$ cat config.mk
export PLATFORM = sky130hd
export DESIGN_NAME = enc_pulse_gen
export DESIGN_NICKNAME = d
export VERILOG_FILES = /design/src/rtl/enc_pulse_gen.sv
export SDC_FILE = /design/constraint.sdc
export NUM_CORES = 1
export LEC_CHECK = 0
export ABC_CLOCK_PERIOD_IN_PS = 11200
export CAP_MARGIN = 20
export CORE_UTILIZATION = 52
export CTS_BUF_LIST = sky130_fd_sc_hd__clkbuf_16
export DETAILED_ROUTE_END_ITERATION = 12
export PLACE_DENSITY = 0.85
export SYNTH_ARGS = -nofsm -noshare
export SYNTH_HDL_FRONTEND = slang
export SYNTH_SLANG_ARGS = --single-unit
export TNS_END_PERCENT = 30
$ cat constraint.sdc
create_clock -name CLK -period 11.2 [get_ports CLK]
set_input_delay 2.24 -clock CLK [delete_from_list [all_inputs] [get_ports CLK]]
set_output_delay 2.24 -clock CLK [all_outputs]
set_load 0.1 [all_outputs]
$ cat src/rtl/enc_pulse_gen.sv
// enc_pulse_gen
// Encoder emulator, transmitter side of the A/Z interface. On I_START it
// latches period/width/count/Z-ratio and emits a deterministic A pulse train.
// A one-cycle Z pulse follows every ZNUM-th A rising edge. A running
// emitted-pulse count lets the downstream counter be checked cycle-exactly.
//
// Ports:
//   CLK, RST          clock, asynchronous active-high reset
//   I_START           start burst (honoured only when idle)
//   I_STOP            abort burst (honoured only when busy)
//   I_PERIOD/I_WIDTH  A rising-edge spacing / A high time, in cycles
//   I_NUM             A pulses per burst, 0 = run until I_STOP
//   I_ZNUM            A pulses per Z pulse, 0 = Z disabled
//   O_A, O_Z          registered A and Z outputs
//   O_BUSY, O_DONE    burst in progress / one-cycle burst-complete strobe
//   O_CNT_A           A pulses emitted since last I_START (wraps)
//   O_OVERFLOW        sticky, O_CNT_A has wrapped since last I_START
module enc_pulse_gen #(
  parameter int P_CNT_W = 64,
  parameter int P_PER_W = 16,
  parameter int P_NUM_W = 32
) (
  input  logic               CLK,
  input  logic               RST,
  input  logic               I_START,
  input  logic               I_STOP,
  input  logic [P_PER_W-1:0] I_PERIOD,
  input  logic [P_PER_W-1:0] I_WIDTH,
  input  logic [P_NUM_W-1:0] I_NUM,
  input  logic [P_NUM_W-1:0] I_ZNUM,
  output logic               O_A,
  output logic               O_Z,
  output logic               O_BUSY,
  output logic               O_DONE,
  output logic [P_CNT_W-1:0] O_CNT_A,
  output logic               O_OVERFLOW
);

  localparam logic [1:0] S_IDLE = 2'd0;
  localparam logic [1:0] S_HIGH = 2'd1;
  localparam logic [1:0] S_LOW  = 2'd2;

  logic [1:0]         state_q,  state_d;
  logic [P_PER_W-1:0] per_q,    per_d;
  logic [P_PER_W-1:0] wid_q,    wid_d;
  logic [P_NUM_W-1:0] num_q,    num_d;
  logic [P_NUM_W-1:0] znum_q,   znum_d;
  logic [P_PER_W-1:0] ph_q,     ph_d;      // cycles left in current phase
  logic [P_NUM_W-1:0] pulses_q, pulses_d;  // burst-length counter
  logic [P_NUM_W-1:0] zcnt_q,   zcnt_d;
  logic               zpend_q,  zpend_d;   // Z due in the cycle after HIGH entry
  logic               a_q,      a_d;
  logic               z_q,      z_d;
  logic               busy_q,   busy_d;
  logic               done_q,   done_d;
  logic [P_CNT_W-1:0] cnt_q,    cnt_d;
  logic               ovf_q,    ovf_d;

  logic [P_PER_W-1:0] p_in, w_in;
  logic               enter, first;
  logic [P_NUM_W-1:0] zn_sel, zc_next;

  // Sanitised parameters from the live inputs, used only at latch time.
  always_comb begin
    p_in = (I_PERIOD < P_PER_W'(2)) ? P_PER_W'(2) : I_PERIOD;
    if (I_WIDTH == '0)
      w_in = P_PER_W'(1);
    else if (I_WIDTH >= p_in)
      w_in = p_in - 1'b1;
    else
      w_in = I_WIDTH;
  end

  always_comb begin
    state_d  = state_q;
    per_d    = per_q;
    wid_d    = wid_q;
    num_d    = num_q;
    znum_d   = znum_q;
    ph_d     = ph_q;
    pulses_d = pulses_q;
    zcnt_d   = zcnt_q;
    zpend_d  = 1'b0;
    z_d      = zpend_q;
    done_d   = 1'b0;
    cnt_d    = cnt_q;
    ovf_d    = ovf_q;
    enter    = 1'b0;
    first    = 1'b0;
    zn_sel   = znum_q;
    zc_next  = zcnt_q;

    case (state_q)
      S_IDLE: begin
        if (I_START) begin
          per_d  = p_in;
          wid_d  = w_in;
          num_d  = I_NUM;
          znum_d = I_ZNUM;
          enter  = 1'b1;
          first  = 1'b1;
        end
      end
      S_HIGH: begin
        if (I_STOP) begin
          state_d = S_IDLE;
          done_d  = 1'b1;
          z_d     = 1'b0;
        end else if (ph_q == '0) begin
          state_d = S_LOW;
          ph_d    = per_q - wid_q - 1'b1;
        end else begin
          ph_d = ph_q - 1'b1;
        end
      end
      S_LOW: begin
        if (I_STOP) begin
          state_d = S_IDLE;
          done_d  = 1'b1;
          z_d     = 1'b0;
        end else if (ph_q == '0) begin
          if ((num_q != '0) && (pulses_q == num_q)) begin
            state_d = S_IDLE;
            done_d  = 1'b1;
          end else begin
            enter = 1'b1;
          end
        end else begin
          ph_d = ph_q - 1'b1;
        end
      end
      default: state_d = S_IDLE;
    endcase

    // HIGH entry: shared by burst start (counters cleared first) and by
    // the LOW->HIGH wrap within a burst.
    if (enter) begin
      state_d  = S_HIGH;
      ph_d     = (first ? w_in : wid_q) - 1'b1;
      cnt_d    = (first ? '0 : cnt_q) + 1'b1;
      ovf_d    = first ? 1'b0 : (ovf_q | (&cnt_q));
      pulses_d = (first ? '0 : pulses_q) + 1'b1;
      zn_sel   = first ? I_ZNUM : znum_q;
      zc_next  = (first ? '0 : zcnt_q) + 1'b1;
      if ((zn_sel != '0) && (zc_next == zn_sel)) begin
        zpend_d = 1'b1;
        zcnt_d  = '0;
      end else begin
        zcnt_d = zc_next;
      end
    end

    a_d    = (state_d == S_HIGH);
    busy_d = (state_d != S_IDLE);
  end

  always_ff @(posedge CLK or posedge RST) begin
    if (RST) begin
      state_q  <= S_IDLE;
      per_q    <= '0;
      wid_q    <= '0;
      num_q    <= '0;
      znum_q   <= '0;
      ph_q     <= '0;
      pulses_q <= '0;
      zcnt_q   <= '0;
      zpend_q  <= 1'b0;
      a_q      <= 1'b0;
      z_q      <= 1'b0;
      busy_q   <= 1'b0;
      done_q   <= 1'b0;
      cnt_q    <= '0;
      ovf_q    <= 1'b0;
    end else begin
      state_q  <= state_d;
      per_q    <= per_d;
      wid_q    <= wid_d;
      num_q    <= num_d;
      znum_q   <= znum_d;
      ph_q     <= ph_d;
      pulses_q <= pulses_d;
      zcnt_q   <= zcnt_d;
      zpend_q  <= zpend_d;
      a_q      <= a_d;
      z_q      <= z_d;
      busy_q   <= busy_d;
      done_q   <= done_d;
      cnt_q    <= cnt_d;
      ovf_q    <= ovf_d;
    end
  end

  assign O_A        = a_q;
  assign O_Z        = z_q;
  assign O_BUSY     = busy_q;
  assign O_DONE     = done_q;
  assign O_CNT_A    = cnt_q;
  assign O_OVERFLOW = ovf_q;

endmodule

==> key figures <==
Floorplan
  – Die width: ~170 µm
  – Initial core utilization: 0.530
  – I/O pins: 169
  – Die area: roughly 30000 µm²
  – Row count: 62
  – Core area: 28900 µm²
  – Die height: approximately 170 µm

Timing
  – RSZ-0062 raised after global routing: no
  – Setup-failing EPs final: 0
  – Slack of the critical path: 4450 ps
  – Fin Clk Skew: approximately 25 ps
  – Final Hold Vio Count: 0
  – Final min period: 6750 ps
  – Fin crit share: 0.602
  – Max Clock Freq: ~0.15 GHz
  – Slew Limit Fails: 0
  – Worst-Margin Slew: 1060 ps
  – Slew headroom: 0.290
  – TNS Setup: 0 ps

Clocking
  – CTS tree: done
  – Root Buffer: clkbuf_16
  – Clock insertion delay at the later pin of the skew report: roughly 560 ps
  – Cts hold-fix bufs: 0
  – CTS buffer count: 28
  – CTS Sinks: 248
  – H-tree levels: 1
  – Post-CTS Resized: 0
  – Clk buf depth: 3
  – Worst-path clk slew: about 60 ps
  – Setup Buffers After CTS: 0

Synthesis
  – Post-Syn Area: approximately 15000 µm²
  – Largest family of logic cells by synthesized area: simple AND/OR/NAND/NOR gates
  – Syn nets: ~1900
  – Syn avg cell area: 8.54 µm²
  – Area contributors post-synth: dfrtp_1 (41%), nand2_1 (8.3%), xor2_1 (7.3%), xnor2_1 (4.3%), nor2_1 (3.4%)
  – Cell variety after synth: between 70 and 80
  – Mux share of post-synthesis cell area: 0.0107
  – Post-synthesis cell count: 1793
  – Post-synthesis xor/xnor area fraction: 0.116
  – Synth async-reset ratio: 1.00
  – Simple-gate share of the synthesized area: 0.272
  – Cell taking the most area after synthesis: dfrtp_1
  – Number of flops mapped to enable cells by yosys: 0
  – Seq/Total Area, Yosys: 0.406
  – Register bit total from synthesis: between 200 and 250
  – Post-synth top area share: 0.406
  – Main synth FF type: dfrtp_1
  – Synth Area in Compound Gates: 0.126
  – Post-Synth Adder-Cell Area: 0.0348
  – Count leader, synth: nand2_1
  – Number of warnings issued by yosys: 0
  – Synth cell count leaders: nand2_1 (337), dfrtp_1 (248), nor2_1 (138)

Power
  – Net Sw Frac: 0.408
  – Comb power frac: 0.404
  – Power Internal: around 2.3 mW
  – Maximum vdd drop: 0.134 mV
  – Net Switching: between 1.5 and 2 mW
  – Clock power frac: 0.248
  – Pwr Density: ~210 nW/µm²
  – Power share of the sequential group: 0.348
  – Pleak: between 8 and 9 nW

Route
  – Final wirelength: roughly 43 mm
  – DR pass1 iterations: 6
  – Final antenna-violating net count: 0
  – Starting DRT DRC Count: ~1400
  – Wirelength per Cell: roughly 19 µm
  – DR vias: 14200
  – Vias per cell: roughly 6
  – Drt drc: 0

Min path
  – Hold/Removal Path Class: reg -> reg

Worst setup path
  – Crit path buffers/inverters: 2
  – Crit path max-delay family: simple AND/OR/NAND/NOR gates
  – CP max-delay cell: a21oi_2
  – CP peak stage delay: about 720 ps
  – Worst Setup End Kind: flop
  – Worst endpoint data arrival time: ~7200 ps
  – CP dominant cell by count: nor4_1
  – Critical path class: in -> reg
  – Critical path peak fanout: 17
  – CP cell instances: clkdlybuf4s50_1 > nor4_1 > and4_1 > a31o_2 > inv_1 > ha_1 > nand2b_1 > a31oi_1 > o21ai_1 > a21oi_2 > o221ai_1 > nor4_1 > nand4b_1 > nor4_1 > xor2_1 > o2111a_1
  – CP Data Required Time: 11640 ps
  – Startpoint Class: input pin

Final layout
  – Antenna cells: 0
  – Filler cell count: around 2400
  – Nets@finish: around 2100
  – Multi-input gate area: between 8000 and 9000 µm²
  – Share of cells above drive strength 1: 0.0456
  – P&R area growth vs syn: 19.3%
  – Register area: 6210 µm²
  – Final Instance Area: between 15000 and 20000 µm²

Placed design
  – Post-DP Area: 17300 µm²
  – Gpl congestion: just under 1
  – Detailed placement HPWL: a little over 30 mm
  – Buffers on Ports: ~170
  – Pre-CTS WS: just over 4000 ps

Global routing
  – Largest net degree at the start of global routing: around 120
  – Gr ovfl total: 0
  – GRT Total Usage: 0.286
  – Initial antenna violation count: 0
  – First-pass GRT wire length: 70.7 mm
  – Number of global-route vias before repair: about 14000

Status
  – Run status: complete, no violations

Run
  – Max_cap viols: 0
-- cell usage in the layout (no fill, tap or decap), drive strengths merged, types with 4 or more instances in the layout --
cell type	n
o31ai	18
inv	65
clkdlybuf4s50	168
mux2i	13
nand2	338
xnor2	76
and2	19
a21oi	54
or2	5
a211o	5
o2111ai	6
o22ai	9
bufinv	5
nand4	46
clkinv	13
o21a	10
and3	37
nor2	139
ha	41
a21o	16
or3	19
o31a	4
a211oi	13
xor2	127
nand2b	6
or4	13
dfrtp	248
o221ai	4
nor2b	6
clkbuf	28
a21boi	13
o211ai	11
and4	18
a31oi	10
nor4	56
nor3	64
o21ai	92
buf	10
nand3	79
-- cell type report --
type,count,share of cell area
multi-input combinational,1413,0.472
sequential,248,0.340
timing repair buffer,178,0.0963
clock buffer,28,0.0384
tap,384,0.0263
clock inverter,23,0.0141
inverter,61,0.0130
-- tightest hold or removal path, delay by kind of cell (launching register included) --
| kind | cells | cell delay, ps |
|---|---|---|
| flip-flops | 1 | 350 |
| AO/OA/AOI/OAI | 1 | 60 |
| AND/OR/NAND/NOR | 1 | 50 |
-- power by group through the flow --
| stage | sequential, mW | combinational, mW | clock [mW] |
|---|---|---|---|
| global placement | 1.34 | 1.47 | 0 |
| CTS | 1.34 | 1.54 | 0.971 |
| detailed placement | 1.35 | 1.52 | 0 |
| finish | 1.35 | 1.56 | 0.960 |
| floorplan | 1.34 | 1.11 | 0 |
| global route | 1.37 | 1.72 | 1.01 |
-- sequential cells by signal (all words and copies together), names as in the netlist, 2 cells and up --
register  flops
O_CNT_A      64
num_q        32
per_q        16
ph_q         16
pulses_q     32
state_q       2
wid_q        16
zcnt_q       32
znum_q       32
-- routing by layer --
metal,GRT usage,share of wire
met3,0.0357,0.076
met2,0.459,0.46
met1,0.400,0.43
met4,0.0959,0.030
met5,0,0
-- kinds of logic after synthesis --
kind of cell / after synthesis
buf+inv: 132
mux: 16
flops: 248
fa+ha+maj: 42
xor+xnor: 203
simple gates: 855
compound gates: 297
-- path summary, 6_finish.rpt --
check	startpoint	endpoint	slack, ps	cells past startpoint
max	I_PERIOD[13]	ph_q[15]	4450	16
min	per_q[11]	per_q[11]	500	2
max reg2reg	state_q[0]	zcnt_q[2]	6000	14
min reg2reg	per_q[11]	per_q[11]	500	2
max in group asynchronous	RST	num_q[30]	7470	3
min in group asynchronous	RST	znum_q[6]	2250	2
-- per-stage QoR --
step | cells | utilization | hold WS, ps | power (mW)
4_1_cts | 2335 | 0.632 | 501 | 3.85
3_3_place_gp | 2284 | 0.599 | 476 | 2.81
6_report | 2335 | 0.632 | 499 | 3.87
3_5_place_dp | 2284 | 0.599 | 478 | 2.87
5_1_grt | 2335 | 0.632 | 531 | 4.10
2_1_floorplan | 1793 | - | 456 | 2.45
Note: power is estimated with default switching activity, not from simulation.
